===== src/rtl/pc_redirect_ctrl_pkg.sv =====
// Shared types and helpers for the PC redirect controller: word size, FSM and
// request-kind encodings, and the immediate sign-extension function.
package pc_redirect_ctrl_pkg;

  localparam int WORD_SIZE = 32;

  typedef enum logic [1:0] {
    S_IDLE,
    S_JALR_WAIT,
    S_REDIRECT
  } state_e;

  typedef enum logic [1:0] {
    REQ_NONE,
    REQ_BR,
    REQ_JALR,
    REQ_JAL
  } req_kind_e;

  // Sign-extends the low 'width' bits of imm (width <= 21) to a full word.
  function automatic logic [WORD_SIZE-1:0] sign_extend(input logic [20:0] imm,
                                                       input int width);
    logic signed [WORD_SIZE-1:0] v;
    v = signed'({{(WORD_SIZE-21){1'b0}}, imm}) <<< (WORD_SIZE - width);
    return v >>> (WORD_SIZE - width);
  endfunction

endpackage


===== src/rtl/redirect_target_gen.sv =====
// Combinational PC-relative target adder for taken branches and JAL:
// target = pc + sign-extended immediate, modulo 2^32.
module redirect_target_gen
  import pc_redirect_ctrl_pkg::*;
(
  input  logic [31:0] i_pc,
  input  logic        i_is_jal,
  input  logic [12:0] i_br_imm,
  input  logic [20:0] i_jal_imm,
  output logic [31:0] o_target
);

  logic [31:0] w_offset;

  always_comb begin
    if (i_is_jal) w_offset = sign_extend(i_jal_imm, 21);
    else          w_offset = sign_extend({8'b0, i_br_imm}, 13);
  end

  assign o_target = i_pc + w_offset;

endmodule


===== src/rtl/pc_redirect_ctrl.sv =====
// PC redirect controller: arbitrates branch/JALR/JAL requests, sequences the
// external JALR adder and issues a one-cycle redirect. Optional MISALIGN_TRAP_EN.
module pc_redirect_ctrl
  import pc_redirect_ctrl_pkg::*;
(
  input  logic        clk,
  input  logic        reset,
  input  logic [31:0] pc,
  input  logic        br_req,
  input  logic [12:0] br_imm,
  input  logic        jalr_req,
  input  logic [31:0] jalr_rs1,
  input  logic [11:0] jalr_imm,
  input  logic        jal_req,
  input  logic [20:0] jal_imm,
  output logic [11:0] adder_imm,
  output logic [31:0] adder_reg,
  input  logic [31:0] adder_result,
  output logic        stall,
  output logic        flush,
  output logic        redirect_valid,
  output logic [31:0] redirect_pc,
  output logic        link_we,
  output logic [31:0] link_addr,
  output logic        misalign_fault,
  output logic [15:0] redirect_count
);

  state_e      r_state;
  state_e      w_next_state;
  req_kind_e   w_kind;
  req_kind_e   r_kind;
  logic [31:0] r_pc;
  logic [31:0] r_rs1;
  logic [31:0] r_target;
  logic [15:0] r_count;
  logic [31:0] w_bj_target;
  logic        w_accept;
  logic        w_fault;

  redirect_target_gen u_target_gen (
    .i_pc      (pc),
    .i_is_jal  (w_kind == REQ_JAL),
    .i_br_imm  (br_imm),
    .i_jal_imm (jal_imm),
    .o_target  (w_bj_target)
  );

  // Fixed priority; losers are simply dropped.
  always_comb begin
    w_kind = REQ_NONE;
    if (br_req)        w_kind = REQ_BR;
    else if (jalr_req) w_kind = REQ_JALR;
    else if (jal_req)  w_kind = REQ_JAL;
  end

  assign w_accept = (r_state == S_IDLE) && (w_kind != REQ_NONE);

`ifdef MISALIGN_TRAP_EN
  assign w_fault = (r_state == S_REDIRECT) && r_target[1];
`else
  assign w_fault = 1'b0;
`endif

  always_comb begin
    w_next_state = r_state;
    case (r_state)
      S_IDLE: begin
        if (w_accept) w_next_state = (w_kind == REQ_JALR) ? S_JALR_WAIT : S_REDIRECT;
      end
      S_JALR_WAIT: w_next_state = S_REDIRECT;
      S_REDIRECT:  w_next_state = S_IDLE;
      default:     w_next_state = S_IDLE;
    endcase
  end

  // NOTE: sequential state uses non-blocking assignments so every register
  // samples the pre-edge values, independent of block ordering.
  always_ff @(posedge clk or posedge reset) begin
    if (reset) r_state <= S_IDLE;
    else       r_state <= w_next_state;
  end

  always_ff @(posedge clk or posedge reset) begin
    if (reset) begin
      r_kind   <= REQ_NONE;
      r_pc     <= '0;
      r_rs1    <= '0;
      r_target <= '0;
      r_count  <= '0;
    end else begin
      if (w_accept) begin
        r_kind <= w_kind;
        r_pc   <= pc;
        if (w_kind == REQ_JALR) r_rs1    <= jalr_rs1;
        else                    r_target <= w_bj_target;
      end
      if (r_state == S_JALR_WAIT) r_target <= adder_result;
      if (redirect_valid && (r_count != 16'hFFFF)) r_count <= r_count + 16'd1;
    end
  end

  // NOTE: every output gets a default before the case so no path leaves a
  // variable unassigned, which would otherwise infer a latch.
  always_comb begin
    adder_imm      = jalr_imm;
    adder_reg      = '0;
    stall          = 1'b0;
    flush          = 1'b0;
    redirect_valid = 1'b0;
    redirect_pc    = '0;
    link_we        = 1'b0;
    link_addr      = '0;
    case (r_state)
      S_JALR_WAIT: begin
        stall     = 1'b1;
        adder_reg = r_rs1;
      end
      S_REDIRECT: begin
        flush = 1'b1;
        if (!w_fault) begin
          redirect_valid = 1'b1;
          redirect_pc    = r_target;
          if (r_kind != REQ_BR) begin
            link_we   = 1'b1;
            link_addr = r_pc + 32'd4;
          end
        end
      end
      default: ;
    endcase
  end

  assign misalign_fault = w_fault;
  assign redirect_count = r_count;

endmodule


===== config.mk =====
export PLATFORM = sky130hd
export DESIGN_NAME = pc_redirect_ctrl
export DESIGN_NICKNAME = d
export VERILOG_FILES = /design/src/rtl/pc_redirect_ctrl_pkg.sv /design/src/rtl/redirect_target_gen.sv /design/src/rtl/pc_redirect_ctrl.sv
export SDC_FILE = /design/constraint.sdc
export NUM_CORES = 1
export LEC_CHECK = 0
export ABC_AREA = 1
export ABC_CLOCK_PERIOD_IN_PS = 3800
export BUFFER_PORTS_ARGS = -buffer_cell sky130_fd_sc_hd__buf_2
export CELL_PAD_IN_SITES_DETAIL_PLACEMENT = 1
export CELL_PAD_IN_SITES_GLOBAL_PLACEMENT = 2
export CORE_MARGIN = 8
export CORE_UTILIZATION = 27
export CTS_CLUSTER_SIZE = 30
export DETAILED_ROUTE_END_ITERATION = 10
export GPL_TIMING_DRIVEN = 0
export PLACE_DENSITY_LB_ADDON = 0.1
export SYNTH_ARGS = -nofsm -noshare
export SYNTH_HDL_FRONTEND = slang
export SYNTH_SLANG_ARGS = --single-unit

===== constraint.sdc =====
create_clock -name clk -period 3.8 [get_ports clk]
set_input_delay 0.19 -clock clk [delete_from_list [all_inputs] [get_ports clk]]
set_output_delay 0.19 -clock clk [all_outputs]
set_load 0.02 [all_outputs]

# ---- Word level (Yosys, flattened, before mapping)
# Index checks and enable logic that the tools add are counted.
dict set report word_totals {
  register_bits 116
  in_bits 147
  out_inout_bits 129
  elab_cells 42
}
dict set report classes {
  addsub 3
  eq_ne 8
  muxes 18
  n_reduce_logical 7
}
# op count
set op_table {}
lappend op_table {{32-bit two-way mux} 8}
lappend op_table {{32-bit by 3-bit adder with 32-bit output (second input constant)} 1}
lappend op_table {{32-bit adder} 1}
lappend op_table {{16-bit by 1-bit adder with 16-bit output (second input constant)} 1}
lappend op_table {{16-bit inequality test (second input constant)} 1}
lappend op_table {{2-bit two-way mux} 5}
lappend op_table {{2-bit == test (second input constant)} 3}
lappend op_table {{1-bit two-way mux} 4}
lappend op_table {{2-bit by 1-bit inequality test with 1-bit output (second input constant)} 2}
lappend op_table {{2-bit case mux with 2 select lines} 1}
lappend op_table {{2-bit AND reduction} 2}
lappend op_table {{2-bit nonzero test} 2}
lappend op_table {{2-bit by 1-bit == test with 1-bit output (second input constant)} 1}
lappend op_table {{1-bit logical AND} 2}
lappend op_table {{2-bit zero test} 1}
lappend op_table {{2-bit inequality test (second input constant)} 1}

# ---- Longest topological paths before layout
# Gate-level depths: netlist (run 1).
dict set report logic_depth {
  word_depth 9
  mapped_depth 19
  mapped_depth_nobuf 19
}

# ---- By module
# A second synthesis (run 1) with hierarchy kept.
dict set report unflattened {
  hier_cells 1522
  area_unflattened_um2 9245.1
}
# mod instances cells_each area_per_inst_um2 seq_area_each_um2
set modules_own_cells {}
lappend modules_own_cells {pc_redirect_ctrl 1 969 6697.7 2902.8}
lappend modules_own_cells {redirect_target_gen 1 553 2547.4 0.0}

# ---- Worst setup path after synthesis (run 1)
# OpenSTA, ideal clock, no wires.
dict set report synth_timing {
  path_kind {in2reg}
  from {input jal_req}
  to {register r_target[16]}
  t_arrival_ns 2.220
  path_slack_ns 1.463
  cell_stages 19
  n_path_buf 1
  path_cell_list {inv_2 nor2_4 nand2_2 buf_2 mux2_2 ha_1 inv_1 fa_1 inv_1 nand3_1 nand3_1 nand2_1 nand2_1 nand2_1 nand2_1 xnor2_1 nand2_1 nand2_1 nand2_1}
}
dict set report synth_between {
  elab_chain_len 9
  elab_cells_between_ends 15
  cone_classes {1 x add/sub; 3 x eq/ne; 7 x mux; 4 x reduce/logical}
}
# item line
set synth_lines {}
lappend synth_lines {{start, declared} pc_redirect_ctrl.sv:14} ;# input logic jal_req,
lappend synth_lines {{2-bit two-way mux (*)} pc_redirect_ctrl.sv:54} ;# else if (jal_req) w_kind = REQ_JAL;
lappend synth_lines {{2-bit two-way mux (*)} pc_redirect_ctrl.sv:53} ;# else if (jalr_req) w_kind = REQ_JALR;
lappend synth_lines {{2-bit two-way mux (*)} pc_redirect_ctrl.sv:52} ;# if (br_req) w_kind = REQ_BR;
lappend synth_lines {{2-bit == test} pc_redirect_ctrl.sv:43} ;# .i_is_jal (w_kind == REQ_JAL),
lappend synth_lines {{32-bit two-way mux} redirect_target_gen.sv:16} ;# if (i_is_jal) w_offset = sign_extend(i_jal_imm, 21);
lappend synth_lines {{32-bit adder} redirect_target_gen.sv:20} ;# assign o_target = i_pc + w_offset;
lappend synth_lines {{32-bit two-way mux} pc_redirect_ctrl.sv:95} ;# if (w_kind == REQ_JALR) r_rs1 <= jalr_rs1;
lappend synth_lines {{32-bit two-way mux} pc_redirect_ctrl.sv:92} ;# if (w_accept) begin
lappend synth_lines {{32-bit two-way mux} pc_redirect_ctrl.sv:98} ;# if (r_state == S_JALR_WAIT) r_target <= adder_result;
lappend synth_lines {{end signal, assigned} pc_redirect_ctrl.sv:96} ;# else r_target <= w_bj_target;
lappend synth_lines {{end signal, assigned} pc_redirect_ctrl.sv:98}
lappend synth_lines {{end, declared} pc_redirect_ctrl.sv:35} ;# logic [31:0] r_target;
# Every way passes the cells marked *; elsewhere a longest branch is shown, timed or not. The select of a mux whose other input is x is not followed.
# A chain may end at the register's enable or synchronous reset.

# ---- Worst setup path in the final report (run 1)
# Ends and elaborated chain as after synthesis.

==> impl_metrics.csv, run 1 <==
group,metric,value,unit
status,status,"finished, final reports clean",
logic_synthesis,synth_area,9046,µm²
place,dpl_cell_area,10950,µm²
sta,fmax,0.3337,GHz
worst_setup_path,cp-start-kind,"primary input",
floorplanning,row_count,67,
layout,multi_input_area,4931,µm²
layout,nets,1920,
sta,maxSlewHeadroom,0.4346,
sta,finalClockSkew,0.009831,ns
place,dp_hpwl,33.79,mm
worst_setup_path,crit_arrival,3.32,ns
logic_synthesis,syn_avg_cell_area,6.384,µm²
logic_synthesis,synth_top_area_frac,0.3209,
logic_synthesis,synth_edf_count,0,
worst_setup_path,rr_endpoint,"r_target[10]",
layout,drive_above_1_share,0.2236,
global_route,grt_pass1_vias,10728,
routing,drt_iter0_drc,320,
sta,worst_pin_slew,0.8480,ns
hold_path,hp-class,"in2reg",
logic_synthesis,yosys.area.top_type,"dfrtp_1",
clock_network,cts_tree,"built",
floorplanning,core_area,33280,µm²
job,drv_cap,0,
global_route,grt_overflow_total,0,
power,power,6.530,mW
logic_synthesis,synth_nets,1601,
worst_setup_path,cp.required,4.13,ns
layout,design_area,11930,µm²
routing,first_pass_iters,5,
clock_network,cts_resized,0,
floorplanning,die_h,199.0,µm
floorplanning,start_util,0.2718,
sta,hold_viol,0,
place,io_buffers,262,
layout,ff_latch_area,2903,µm²
worst_setup_path,r2r_start,"r_state[0]",
global_route,grt_util_met2,0.3638,
routing,route.detailed.drc,0,
floorplanning,dieArea,39620,µm²
power,pwr_density_cell,547.5,nW/µm²
layout,area_growth,31.84,%
global_route,grt_use_total,0.2062,
clock_network,cts_buffers,17,
place,dp_cells,2128,
worst_setup_path,cp-startpoint,"jal_req",
routing,dr_total_vias,9832,
power,leakage,6.729,nW
layout,nFillCells,4464,
sta,fin_crit_sh,0.7887,
logic_synthesis,synthTopCellsByArea,"dfrtp_1 32%, nand2_1 19%, inv_1 9.9%, nor2_1 7.0%, ha_1 5.0%",
logic_synthesis,yosysUniqueCellTypes,44,
sta,slew_viol_final,0,
global_route,grt_pass1_wl,62.38,mm
clock_network,root_buffer,"clkbuf_16",
clock_network,clk-insertion-delay-late,0.43,ns
global_route,antenna_found_initial,9,
sta,finalSetupTns,0,ns
power,vdd_drop_max,349.4,µV
clock_network,cts.sinks,116,
routing,wl,40.18,mm
clock_network,htreeDepth,4,
logic_synthesis,ys_ff_latch,116,
worst_setup_path,endpoint,"r_target[16]",
worst_setup_path,crit_type,"in2reg",
global_route,grt_max_degree,65,
logic_synthesis,synth_ff_type,"dfrtp_1",
routing,drtAntennaViolNets,0,
clock_network,path_clk_slew,0.07,ns
layout,final_cells,2206,
clock_network,cts.path.max_buffers,2,
logic_synthesis,seq_area_frac_synth,0.3209,
global_route,grt_use_met1,0.2539,
logic_synthesis,syn_inst,1417,
routing,wl_per_cell,18.21,µm
sta,finalSetupViolCount,0,
global_route,busiest_layer,"met2",
sta,rsz0062_at_grt,"no",
logic_synthesis,synth_async_sr_flop_share,1.000,
worst_setup_path,end_kind,"flop",
worst_setup_path,reg2reg_slack,1.92,ns
global_route,use_met3,0.03011,
worst_setup_path,ff2ff_path_depth,5,
floorplanning,die_w,199.0,µm
worst_setup_path,path_max_fanout,10,
routing,vias_per_cell,4.457,
place,gp_congestion,0.8622,
sta,fin_crit,2.997,ns
floorplanning,ioPinCount,276,
logic_synthesis,yosys_warnings,0,
-- cells in the final DEF, fill, tap and decap left out, drive strengths merged, types with 4 or more instances in the layout --
| cell | instances |
|---|---|
| a21oi | 44 |
| buf | 303 |
| clkbuf | 29 |
| clkinvlp | 4 |
| dfrtp | 116 |
| diode | 9 |
| dlygate4sd3 | 37 |
| ha | 36 |
| inv | 258 |
| mux2 | 11 |
| nand2 | 470 |
| nand3 | 62 |
| nand4 | 13 |
| nor2 | 178 |
| nor3 | 29 |
| nor4 | 6 |
| o211ai | 4 |
| o21ai | 85 |
| o22ai | 8 |
| xnor2 | 11 |
| xor2 | 25 |
-- cells by family (layout without fill, tap and decap cells) --
logic type / count (synthesis) / after routing / synth area share
AO/OA/AOI/OAI: 154 / 154 / 0.09170
XOR/XNOR: 36 / 36 / 0.03485
buffers and inverters: 302 / 634 / 0.1340
adder cells (fa/ha/maj): 37 / 37 / 0.05201
flip-flops: 116 / 116 / 0.3209
multiplexers: 11 / 11 / 0.01369
AND/OR/NAND/NOR: 760 / 760 / 0.3524
other: 1 / 10 / 0.0004145
-- final cells by class --
| class | instances | share of cell area |
|---|---|---|
| Antenna cell | 9 | 0.001888 |
| Buffer | 51 | 0.02266 |
| Clock buffer | 18 | 0.03682 |
| Clock inverter | 14 | 0.01206 |
| Inverter | 251 | 0.07942 |
| Multi-Input combinational cell | 999 | 0.4135 |
| Sequential cell | 116 | 0.2434 |
| Tap cell | 448 | 0.04700 |
| Timing Repair Buffer | 300 | 0.1433 |
-- what timing repair did --
| action | 4_1_cts | 5_1_grt |
|---|---|---|
| endpoints found under the hold margin | 88 | 0 |
| buffers inserted | 0 | 0 |
| hold buffers | 37 | 0 |
-- power breakdown --
part | switching (mW) | leakage, nW | internal [mW]
clock network | 0.678 | 0.274 | 0.937
registers | 0.302 | 1.44 | 1.71
logic | 2.00 | 5.02 | 0.903
-- per-layer routing --
metal,wire (µm),part of all wire
met1,17880,0.44
met2,20360,0.51
met3,1182,0.029
met4,759,0.019
met5,0,0
-- flip-flops by register name, indices dropped and copies added (netlist names) --
name,flops
r_rs1,32
redirect_count,16
r_target,32
r_kind,2
r_state,2
r_pc,32
-- metrics by stage --
stage          setup slack (ns)  utilization  hold slack, ns
5_1_grt                  0.5530       0.3584         0.02411
3_3_place_gp             -1.329       0.3281          0.3978
3_5_place_dp             0.3030       0.3290          0.2927
2_1_floorplan            0.5376            -          0.3066
6_report                 0.8030       0.3584         0.02255
4_1_cts                  0.7647       0.3577        0.002940
-- synth_stat cells, types with 3 or more instances --
cell type,count
nor3_1,20
mux2_2,11
nor2_4,4
nand2_1,461
nor4_1,5
nor3_2,7
inv_1,238
nor2_1,168
inv_2,13
buf_2,21
nand4_1,13
o21ai_0,72
nand2_2,8
o22ai_1,8
nor2_2,6
clkbuf_1,11
nand3_1,57
xor2_1,25
nand3_2,4
buf_1,5
dfrtp_1,116
a21oi_1,43
o211ai_1,4
ha_1,36
o21bai_1,3
o21ai_1,12
buf_4,14
xnor2_1,11
-- critical path, cell delays in order --
cell,delay [ns]
buf_2,0.11
inv_2,0.06
nor2_4,0.04
nand2_2,0.22
clkbuf_1,0.45
nand2_1,0.09
o21ai_1,0.22
inv_1,0.11
fa_1,0.43
inv_1,0.17
nand3_1,0.09
nand3_1,0.25
nand2_1,0.09
nand2_1,0.17
nand2_1,0.07
nand2_1,0.10
xnor2_1,0.22
nand2_1,0.09
nand2_1,0.07
nand2_1,0.05
-- worst min path at each step --
stage / from / endpoint / cells past startpoint
detailed placement: reset / redirect_count[10] / 2
floorplan: pc[0] / r_pc[0] / 2
global placement: jalr_rs1[24] / r_rs1[24] / 3
CTS: adder_result[10] / r_target[10] / 3
global route: adder_result[9] / r_target[9] / 3
finish: adder_result[9] / r_target[9] / 3
Note: power is estimated with default switching activity, not from simulation.
==> inputs of run 2 (changes only) <==
- ABC_AREA: 1 -> 0
- ABC_CLOCK_PERIOD_IN_PS: 3800 -> 2950
- CORE_UTILIZATION: 27 -> 30
- clock period: 3.8 -> 2.95 ns (I/O delays scaled with it)
==> run 2 against run 1 <==
Against the previous run: critical path depth shrank 5; synthesized cell count shrank 43%; die area shrank 22%; worst setup slack lost 0.77 ns; global-route usage shrank 2.4 points; non-clock buffer count grew 52; design area shrank 6.2%; clock skew grew 0.0016 ns; sequential power grew 16%.
==> impl_metrics.csv, run 2 <==
group,metric,value,unit
floorplanning,start_util,0.3049,
sta,maxSlewHeadroom,0.5076,
layout,final_common_cell,"buf_2",
worst_setup_path,crit_type,"in2reg",
logic_synthesis,yosysUniqueCellTypes,57,
sta,worst_pin_slew,0.7309,ns
worst_setup_path,crit_top_cell,"buf_6",
layout,nets,1366,
clock_network,cts.sinks,116,
layout,area_growth,46.11,%
logic_synthesis,synth_area,7655,µm²
global_route,grt_pass1_vias,8120,
layout,design_area,11180,µm²
power,power,6.969,mW
floorplanning,dieArea,30880,µm²
sta,fmax,0.3432,GHz
logic_synthesis,synth_async_sr_flop_share,1.000,
global_route,grt_max_degree,37,
routing,wl_per_cell,18.48,µm
power,leakage,5.324,nW
worst_setup_path,slowest_delay,0.41,ns
clock_network,clk-insertion-delay-late,0.42,ns
routing,first_pass_iters,4,
routing,route.detailed.drc,0,
clock_network,cts.path.max_buffers,2,
place,dpl_cell_area,9487,µm²
clock_network,root_buffer,"clkbuf_16",
worst_setup_path,crit_arrival,3.20,ns
logic_synthesis,synth_edf_count,0,
global_route,antenna_found_initial,2,
routing,wl,28.20,mm
sta,finalSetupTns,0,ns
logic_synthesis,yosys.area.top_type,"dfrtp_1",
routing,drt_iter0_drc,233,
worst_setup_path,end_kind,"flop",
floorplanning,die_h,175.7,µm
routing,vias_per_cell,4.820,
worst_setup_path,crit_chain,"buf_6, nand2b_4, nor2_4, buf_6, buf_8, mux2_4, ha_4, a211o_1, a21oi_4, nor2b_1, or3_4, o31a_1, a41o_1, xnor2_2, a21oi_1",
place,io_buffers,261,
logic_synthesis,yosysMostFrequentCell,"dfrtp_1",
sta,timing.hold.ws,0.01718,ns
hold_path,min_path_cells,2,
layout,nFillCells,2977,
logic_synthesis,seq_area_frac_synth,0.3792,
logic_synthesis,synth_nets,997,
clock_network,cts_buffers,17,
routing,drtAntennaViolNets,0,
logic_synthesis,syn_inst,813,
layout,final_cell_mix,"261 x buf_2, 116 x dfrtp_1, 74 x mux2_2",
sta,fin_crit_sh,0.9878,
hold_path,hp-class,"in2reg",
layout,final_cells,1526,
sta,slew_viol_final,0,
logic_synthesis,synth_common_cells,"116 x dfrtp_1, 75 x mux2_2, 71 x and2_1",
floorplanning,die_w,175.7,µm
global_route,grt_pass1_wl,44.84,mm
sta,finalSetupViolCount,0,
sta,finalClockSkew,0.01145,ns
floorplanning,row_count,58,
logic_synthesis,synthTopCellsByArea,"dfrtp_1 38%, mux2_2 11%, ha_1 5.9%, and2_1 5.8%, xor2_1 4.5%",
logic_synthesis,syn_avg_cell_area,9.416,µm²
place,dp_cells,1407,
global_route,grt_overflow_total,0,
floorplanning,core_area,25110,µm²
worst_setup_path,path_max_fanout,4,
sta,hold_viol,0,
status,status,"finished, final reports clean",
sta,fin_crit,2.914,ns
clock_network,cts_tree,"built",
layout,largestRegisters,"r_pc: 32 flops, r_rs1: 32 flops, r_target: 32 flops",
logic_synthesis,ys_ff_latch,116,
logic_synthesis,synth_top_area_frac,0.3792,
job,drv_cap,0,
power,pwr_density_cell,623.1,nW/µm²
global_route,grt_use_total,0.1826,
sta,rsz0062_at_grt,"yes",
worst_setup_path,reg2reg_slack,0.46,ns
logic_synthesis,synth_ff_type,"dfrtp_1",
logic_synthesis,yosys_warnings,0,
worst_setup_path,cp.required,3.23,ns
clock_network,htreeDepth,4,
worst_setup_path,cp-start-kind,"primary input",
place,gp_congestion,0.7838,
power,vdd_drop_max,301.2,µV
worst_setup_path,ff2ff_path_depth,6,
place,dp_hpwl,22.39,mm
floorplanning,ioPinCount,276,
routing,dr_total_vias,7356,
layout,drive_above_1_share,0.3744,
clock_network,path_clk_slew,0.05,ns
worst_setup_path,crit_slowest_cell,"or3_4",
==> run 2: changes by cell type in the layout (fill, tap and decap cells not counted), sizes merged, moves of 22 or more <==
cell         before  now
and2              0   71
clkbuf           29   51
dlygate4sd3      37   72
inv             258   18
mux2             11   76
nand2           470   57
nand3            62   23
nor2            178   56
nor3             29    6
o21ai            85   56
==> run 2: logic make-up after synthesis <==
kind of cell               share of synthesized area
and+or+nand+nor                               0.1840
AOI/OAI and AO/OA                             0.1450
DFF                                           0.3792
muxes                                         0.1131
buffers and inverters                        0.04119
xor gates and xnor gates                     0.07552
adders and majority gates                    0.06146
other                                      0.0004899
==> run 2: power by group <==
group / total, mW / internal (mW) / switching, mW
logic: 2.39 / 1.06 / 1.33
clock network: 2.25 / 1.42 / 0.824
registers: 2.33 / 2.02 / 0.310
total: 6.97 / 4.50 / 2.47
==> run 2: worst paths after layout <==
check                             startpoint           endpoint
worst max-delay path                jalr_req       r_target[29]
max in group asynchronous              reset       r_target[15]
worst max register to register    r_state[0]            r_pc[9]
worst min register to register  r_target[12]       r_target[12]
min in group asynchronous              reset  redirect_count[0]
worst min-delay path                   pc[9]            r_pc[9]
==> run 2: through the flow <==
step	util	setup WS, ns
final	0.4454	0.03599
after global routing	0.4454	-0.03216
after CTS	0.4381	0.007404
after detailed placement	0.3778	-1.003
after global placement	0.3754	-0.9800
after floorplan	-	0.009516
==> run 2: final cells by class <==
cell class / instances / area, µm² / area share
diodes: 2 / 5.005 / 0.0004475
plain buffers: 51 / 270.3 / 0.02416
clock buffers: 17 / 425.4 / 0.03804
clock inverters: 14 / 202.7 / 0.01812
inverters: 15 / 60.06 / 0.005370
multi-input cells: 629 / 4687 / 0.4191
flip-flops and latches: 116 / 2903 / 0.2595
well taps: 330 / 412.9 / 0.03692
repair buffers: 352 / 2218 / 0.1983
==> run 2: timing repair <==
item | CTS | global route
endpoints found under the hold margin | 92 | 0
gates resized for setup | 20 | 30
pin swaps | 9 | 15
buffers inserted | 7 | 8
hold buffers | 72 | 0
setup endpoints to repair | 56 | 21
==> run 2: routing by layer <==
| layer | up-vias | wire, µm | GRT usage |
|---|---|---|---|
| li1 | 3586 | - | - |
| met1 | 3583 | 12600 | 0.2295 |
| met2 | 165 | 13990 | 0.3094 |
| met3 | 22 | 1232 | 0.04209 |
| met4 | 0 | 373 | 0.04769 |
| met5 | - | 0 | 0 |
==> run 2: critical path, delay by kind of cell <==
kind	cells	cell delay, ns
AOI/OAI and AO/OA	5	1.20
and+or+nand+nor	4	0.75
buffers and inverters	3	0.35
muxes	1	0.30
adders and majority gates	1	0.24
xor gates and xnor gates	1	0.19
